===== src/rtl/mem_arb_pkg.sv =====
// mem_arb_pkg: shared types and constants for the memory port arbiter.
//   arb_state_t : arbiter FSM states
//   owner_t     : which requester owns the current access
//   STAT_W      : width of the optional grant statistics counters
//   dma_wins_tie: tie-break rule when both requesters ask in the same cycle
package mem_arb_pkg;

  typedef enum logic [1:0] {
    IDLE,
    BUSY_CPU,
    BUSY_DMA,
    DONE
  } arb_state_t;

  typedef enum logic {
    OWN_CPU,
    OWN_DMA
  } owner_t;

  localparam int STAT_W = 16;

  // The CPU keeps priority unless the DMA has waited long enough and the
  // CPU is not holding a lock for an atomic sequence.
  function automatic logic dma_wins_tie(input logic starved, input logic locked);
    return starved && !locked;
  endfunction

endpackage


===== src/rtl/arb_wait_ctr.sv =====
// arb_wait_ctr: saturating starvation counter for the DMA requester.
//   clk     : clock, rising edge
//   reset   : asynchronous active-low reset
//   inc     : count one waiting cycle (saturates at MAX_WAIT)
//   clr     : clear the count (wins over inc)
//   starved : count has reached MAX_WAIT
module arb_wait_ctr #(
  parameter int MAX_WAIT = 4
) (
  input  logic clk,
  input  logic reset,
  input  logic inc,
  input  logic clr,
  output logic starved
);

  localparam int CW = $clog2(MAX_WAIT + 1);
  localparam logic [CW-1:0] MAX_CNT = CW'(MAX_WAIT);

  logic [CW-1:0] cnt;

  always_ff @(posedge clk or negedge reset) begin
    if (!reset) begin
      cnt <= '0;
    end else if (clr) begin
      cnt <= '0;
    end else if (inc && (cnt != MAX_CNT)) begin
      cnt <= cnt + CW'(1);
    end
  end

  assign starved = (cnt == MAX_CNT);

endmodule


===== src/rtl/mem_port_arbiter.sv =====
// mem_port_arbiter: shares one memory port between the core (cpu) and a
// DMA/debug master (dma). Fixed CPU priority, DMA starvation bound
// (MAX_WAIT cycles), and a CPU lock for atomic sequences.
//   clk, reset                 : clock (rising edge), async active-low reset
//   cpu_req/we/lock/addr/wdata : CPU request (level, held until cpu_ack)
//   cpu_ack, cpu_rdata         : one-cycle completion pulse and read data
//   dma_req/we/addr/wdata      : DMA request (level, held until dma_ack)
//   dma_ack, dma_rdata         : one-cycle completion pulse and read data
//   mem_req/we/addr/wdata      : memory request, held constant while busy
//   mem_rdata, mem_ready       : memory read data, access completion
//   gnt_cnt_cpu, gnt_cnt_dma   : grant counters, live only when the macro
//                                MEM_ARB_STATS_EN is defined, else tied 0
module mem_port_arbiter
  import mem_arb_pkg::*;
#(
  parameter int AW       = 32,
  parameter int DW       = 32,
  parameter int MAX_WAIT = 4
) (
  input  logic              clk,
  input  logic              reset,
  input  logic              cpu_req,
  input  logic              cpu_we,
  input  logic              cpu_lock,
  input  logic [AW-1:0]     cpu_addr,
  input  logic [DW-1:0]     cpu_wdata,
  output logic              cpu_ack,
  output logic [DW-1:0]     cpu_rdata,
  input  logic              dma_req,
  input  logic              dma_we,
  input  logic [AW-1:0]     dma_addr,
  input  logic [DW-1:0]     dma_wdata,
  output logic              dma_ack,
  output logic [DW-1:0]     dma_rdata,
  output logic              mem_req,
  output logic              mem_we,
  output logic [AW-1:0]     mem_addr,
  output logic [DW-1:0]     mem_wdata,
  input  logic [DW-1:0]     mem_rdata,
  input  logic              mem_ready,
  output logic [STAT_W-1:0] gnt_cnt_cpu,
  output logic [STAT_W-1:0] gnt_cnt_dma
);

  arb_state_t state, state_nxt;
  owner_t     owner;
  logic       lock_q;
  logic       starved;
  logic       grant_cpu, grant_dma;
  logic       dma_owns;

  // Arbitration happens only in IDLE; in DONE the acked requester may
  // still be showing req, so it must not be granted again.
  always_comb begin
    grant_cpu = 1'b0;
    grant_dma = 1'b0;
    if (state == IDLE) begin
      if (cpu_req && dma_req) begin
        if (dma_wins_tie(starved, lock_q)) grant_dma = 1'b1;
        else                               grant_cpu = 1'b1;
      end else if (cpu_req) begin
        grant_cpu = 1'b1;
      end else if (dma_req) begin
        grant_dma = 1'b1;
      end
    end
  end

  // DMA counts as owner from its grant through its ack cycle.
  assign dma_owns = (state == BUSY_DMA) || ((state == DONE) && (owner == OWN_DMA));

  arb_wait_ctr #(
    .MAX_WAIT (MAX_WAIT)
  ) u_wait_ctr (
    .clk     (clk),
    .reset   (reset),
    .inc     (dma_req && !dma_owns),
    .clr     (!dma_req || grant_dma),
    .starved (starved)
  );

  // State register
  always_ff @(posedge clk or negedge reset) begin
    if (!reset) state <= IDLE;
    else        state <= state_nxt;
  end

  // Next-state logic
  always_comb begin
    state_nxt = state;
    unique case (state)
      IDLE: begin
        if (grant_cpu)      state_nxt = BUSY_CPU;
        else if (grant_dma) state_nxt = BUSY_DMA;
      end
      BUSY_CPU: if (mem_ready) state_nxt = DONE;
      BUSY_DMA: if (mem_ready) state_nxt = DONE;
      DONE:     state_nxt = IDLE;
      default:  state_nxt = IDLE;
    endcase
  end

  // State-decoded outputs
  always_comb begin
    mem_req = (state == BUSY_CPU) || (state == BUSY_DMA);
    cpu_ack = (state == DONE) && (owner == OWN_CPU);
    dma_ack = (state == DONE) && (owner == OWN_DMA);
  end

  // Winner's request is latched at grant and held for the whole access.
  always_ff @(posedge clk or negedge reset) begin
    if (!reset) begin
      owner     <= OWN_CPU;
      mem_we    <= 1'b0;
      mem_addr  <= '0;
      mem_wdata <= '0;
    end else if (grant_cpu) begin
      owner     <= OWN_CPU;
      mem_we    <= cpu_we;
      mem_addr  <= cpu_addr;
      mem_wdata <= cpu_wdata;
    end else if (grant_dma) begin
      owner     <= OWN_DMA;
      mem_we    <= dma_we;
      mem_addr  <= dma_addr;
      mem_wdata <= dma_wdata;
    end
  end

  // Lock is set by a locked CPU grant and cleared by any grant made while
  // cpu_lock is low; a DMA grant with cpu_lock high leaves it untouched.
  always_ff @(posedge clk or negedge reset) begin
    if (!reset) begin
      lock_q <= 1'b0;
    end else if (grant_cpu && cpu_lock) begin
      lock_q <= 1'b1;
    end else if ((grant_cpu || grant_dma) && !cpu_lock) begin
      lock_q <= 1'b0;
    end
  end

  // Read data is captured on completion, reads and writes alike.
  always_ff @(posedge clk or negedge reset) begin
    if (!reset) begin
      cpu_rdata <= '0;
      dma_rdata <= '0;
    end else if (mem_ready) begin
      if (state == BUSY_CPU) cpu_rdata <= mem_rdata;
      if (state == BUSY_DMA) dma_rdata <= mem_rdata;
    end
  end

`ifdef MEM_ARB_STATS_EN
  logic [STAT_W-1:0] cnt_cpu, cnt_dma;

  always_ff @(posedge clk or negedge reset) begin
    if (!reset) begin
      cnt_cpu <= '0;
      cnt_dma <= '0;
    end else begin
      if (grant_cpu) cnt_cpu <= cnt_cpu + STAT_W'(1);
      if (grant_dma) cnt_dma <= cnt_dma + STAT_W'(1);
    end
  end

  assign gnt_cnt_cpu = cnt_cpu;
  assign gnt_cnt_dma = cnt_dma;
`else
  assign gnt_cnt_cpu = '0;
  assign gnt_cnt_dma = '0;
`endif

endmodule


===== config.mk =====
export PLATFORM = sky130hd
export DESIGN_NAME = mem_port_arbiter
export DESIGN_NICKNAME = d
export VERILOG_FILES = /design/src/rtl/mem_arb_pkg.sv /design/src/rtl/arb_wait_ctr.sv /design/src/rtl/mem_port_arbiter.sv
export SDC_FILE = /design/constraint.sdc
export NUM_CORES = 1
export LEC_CHECK = 0
export ABC_AREA = 1
export BUFFER_PORTS_ARGS = -buffer_cell sky130_fd_sc_hd__buf_2
export CELL_PAD_IN_SITES_DETAIL_PLACEMENT = 0
export CELL_PAD_IN_SITES_GLOBAL_PLACEMENT = 1
export CORE_AREA = 2 2 159 130
export CTS_BUF_LIST = sky130_fd_sc_hd__clkbuf_8
export DETAILED_ROUTE_END_ITERATION = 10
export DIE_AREA = 0 0 161 132
export PLACE_DENSITY_LB_ADDON = 0.15
export SLEW_MARGIN = 40
export SYNTH_ARGS = -nofsm -noshare
export SYNTH_HDL_FRONTEND = slang
export SYNTH_SLANG_ARGS = --single-unit

===== constraint.sdc =====
create_clock -name clk -period 2.7 [get_ports clk]
set_input_delay 0.54 -clock clk [delete_from_list [all_inputs] [get_ports clk]]
set_output_delay 0.54 -clock clk [all_outputs]
set_load 0.05 [all_outputs]

==> insert_results.sql <==
INSERT INTO impl_metrics (metric_group, metric, value, unit) VALUES
('worst_setup_path', 'crit_chain', 'inv_1, ha_1, buf_2', ''),
('sta', 'finalSetupViolCount', '0', ''),
('pwr', 'vdd.ir_drop.worst', '0.543', 'mV'),
('sta', 'achievable-frequency', '491', 'MHz'),
('final_layout', 'layout_common_cells', '298 x sky130_fd_sc_hd__buf_2, 275 x sky130_fd_sc_hd__nand2_1, 175 x sky130_fd_sc_hd__inv_1', ''),
('sta', 'setup_total_negative_slack', '0', 'ns'),
('place', 'post-dp-hpwl', '14200', 'µm'),
('synthesis', 'synth_sequential_area_ratio', '0.503', ''),
('grt', 'antenna_found_initial', '2', ''),
('worst_hold_path', 'min_path_type', 'input port to async pin', ''),
('sta', 'min_period_over_period', '0.754', ''),
('worst_setup_path', 'cpLargestDelayFamily', 'flip-flops', ''),
('routing', 'detail_route_antenna_nets', '0', ''),
('worst_setup_path', 'required', '2.16', 'ns'),
('final_layout', 'num-nets-final', '1349', ''),
('final_layout', 'finalCoreUtilization', '0.451', ''),
('routing', 'dr.first_iter.drc_count', '375', ''),
('synthesis', 'syn_area', '6770', 'µm²'),
('synthesis', 'synth.distinct_cells', '19', ''),
('sta', 'final-max-slew-violation-count', '0', ''),
('clocking', 'holdBufCountCts', '0', ''),
('pwr', 'power.share.combinational', '0.573', ''),
('pwr', 'power-per-cell-area', '1420', 'nW/µm²'),
('outcome', 'run_status', 'complete, no violations', ''),
('worst_setup_path', 'rrSetupSlack', '0.68', 'ns'),
('final_layout', 'filler_cell_count', '2109', ''),
('clocking', 'cts.repair.resized', '0', ''),
('place', 'total_placed_instance_area', '8390', 'µm²'),
('grt', 'vias_in_the_first_global_route', '5946', ''),
('floorplanning', 'placementRows', '46', ''),
('routing', 'route.vias.total', '6239', ''),
('pwr', 'totalPowerFinal', '12.5', 'mW'),
('sta', 'fin_skew', '0.0124', 'ns'),
('sta', 'hold_viol_final', '0', ''),
('worst_setup_path', 'critical_path_buf_inv_count', '2', ''),
('worst_setup_path', 'cp_slowest_cell', 'sky130_fd_sc_hd__dfrtp_1', ''),
('floorplanning', 'i_o_pin_count', '332', ''),
('synthesis', 'total_of_flip_flops_plus_latches_after_synthesis', '136', ''),
('floorplanning', 'die_area', '21300', 'µm²'),
('final_layout', 'multi_input_area', '2330', 'µm²'),
('worst_setup_path', 'worstPathArrival', '1.49', 'ns'),
('clocking', 'cts_root_buf', 'sky130_fd_sc_hd__clkbuf_8', ''),
('floorplanning', 'floorplan.core_area', '19600', 'µm²'),
('worst_setup_path', 'cpPeakStageDelay', '0.40', 'ns'),
('place', 'buffer_ports.inserted', '299', ''),
('routing', 'routed_wirelength', '20000', 'µm'),
('final_layout', 'ratio_of_cells_with_drive_above_1_in_the_final_layout', '0.297', ''),
('sta', 'max-slew-margin-rel', '0.511', ''),
('routing', 'wl_per_cell', '13.8', 'µm'),
('place', 'preCtsSetupSlack', '0.652', 'ns'),
('synthesis', 'ys.warnings.count', '0', ''),
('final_layout', 'design_area', '8820', 'µm²'),
('grt', 'grt_first_pass_wirelength', '32100', 'µm'),
('clocking', 'tritoncts_clock_tree', 'done', ''),
('routing', 'detail_route.first_pass.iterations', '5', ''),
('worst_setup_path', 'cp-start-kind', 'flip-flop', ''),
('routing', 'vias_per_cell', '4.29', ''),
('synthesis', 'synthesis.instances', '890', ''),
('grt', 'gr-usage-all-layers', '0.191', ''),
('sta', 'tightest_slew', '0.734', 'ns'),
('sta', 'postLayoutSetupSlackWorst', '0.665', 'ns'),
('floorplanning', 'die_height', '132', 'µm'),
('clocking', 'num_clock_sinks', '136', ''),
('pwr', 'power_leakage', '5.47', 'nW'),
('clocking', 'cts-buffers-inserted', '17', ''),
('sta', 'rsz0062_at_grt', 'false', ''),
('pwr', 'seq_power_share', '0.281', ''),
('clocking', 'clock_tree.buffer_depth', '2', ''),
('synthesis', 'post_synth.cell_area_avg', '7.60', 'µm²'),
('final_layout', 'layout_commonest_cell', 'sky130_fd_sc_hd__buf_2', ''),
('grt', 'grt_overflow_total', '0', '');
[power by group through the flow]
| stage | combinational, mW | sequential [mW] | clock, mW |
|---|---|---|---|
| CTS | 7.26 | 3.52 | 1.91 |
| floorplan | 2.21 | 6.78 | 0 |
| global placement | 7.22 | 3.53 | 0 |
| detailed placement | 7.25 | 3.54 | 0 |
| finish | 7.17 | 3.52 | 1.83 |
| global route | 7.71 | 3.64 | 2.00 |
[final cells by class]
type,count,area share
flip-flops and latches,136,0.386
multi-input cells,529,0.264
inverters,177,0.0753
repair buffers,314,0.189
well taps,264,0.0374
diodes,3,0.000851
clock inverters,14,0.0213
clock buffers,17,0.0265
[layer usage]
| metal | vias to the layer above | share of wire | global-route usage |
|---|---|---|---|
| li1 | 3192 | - | - |
| met1 | 2817 | 0.45 | 0.254 |
| met2 | 212 | 0.46 | 0.302 |
| met3 | 18 | 0.065 | 0.0573 |
| met4 | 0 | 0.019 | 0.0565 |
| met5 | - | 0 | 0 |
[final timing paths]
path | depth (start not counted) | to | startpoint
worst max-delay path | 3 | mem_req | state[1]
worst min-delay path | 1 | mem_wdata[6] | reset
worst max register to register | 9 | mem_wdata[18] | state[1]
worst min register to register | 2 | mem_addr[7] | mem_addr[7]
max in group asynchronous | 2 | cpu_rdata[9] | reset
min in group clk | 3 | cpu_rdata[28] | mem_rdata[28]
[registers in the layout, summed over array words and instances, names as in the netlist]
name,count
cpu_rdata,32
mem_wdata,32
mem_addr,32
mem_we,1
lock_q,1
u_wait_ctr.cnt,3
owner,1
dma_rdata,32
state,2
[cell usage after synthesis, drive strengths merged]
master  number  area (µm²)
clkbuf      16        60.1
or2          1        6.26
nand4        3        25.0
dfrtp      136        3400
nand2      279        1050
conb         1        3.75
inv        177         664
xor2         1        8.76
nand3      133         666
buf         63         438
o21ai       67         335
a21oi        2        10.0
nor2         5        18.8
ha           6        75.1
[cells by family after synthesis]
| kind of cell | Yosys count | synth area share |
|---|---|---|
| AOI/OAI and AO/OA | 69 | 0.0510 |
| xor gates and xnor gates | 1 | 0.00129 |
| adders and majority gates | 6 | 0.0111 |
| buffers and inverters | 256 | 0.172 |
| DFF | 136 | 0.503 |
| other | 1 | 0.000554 |
| and+or+nand+nor | 421 | 0.261 |
[through the flow]
stage	cells	hold WS, ns
2_1_floorplan	921	0.244
3_3_place_gp	1420	0.457
3_5_place_dp	1420	0.460
4_1_cts	1451	0.0728
5_1_grt	1453	0.0841
6_report	1454	0.0710
(Power assumes the default switching activity.)
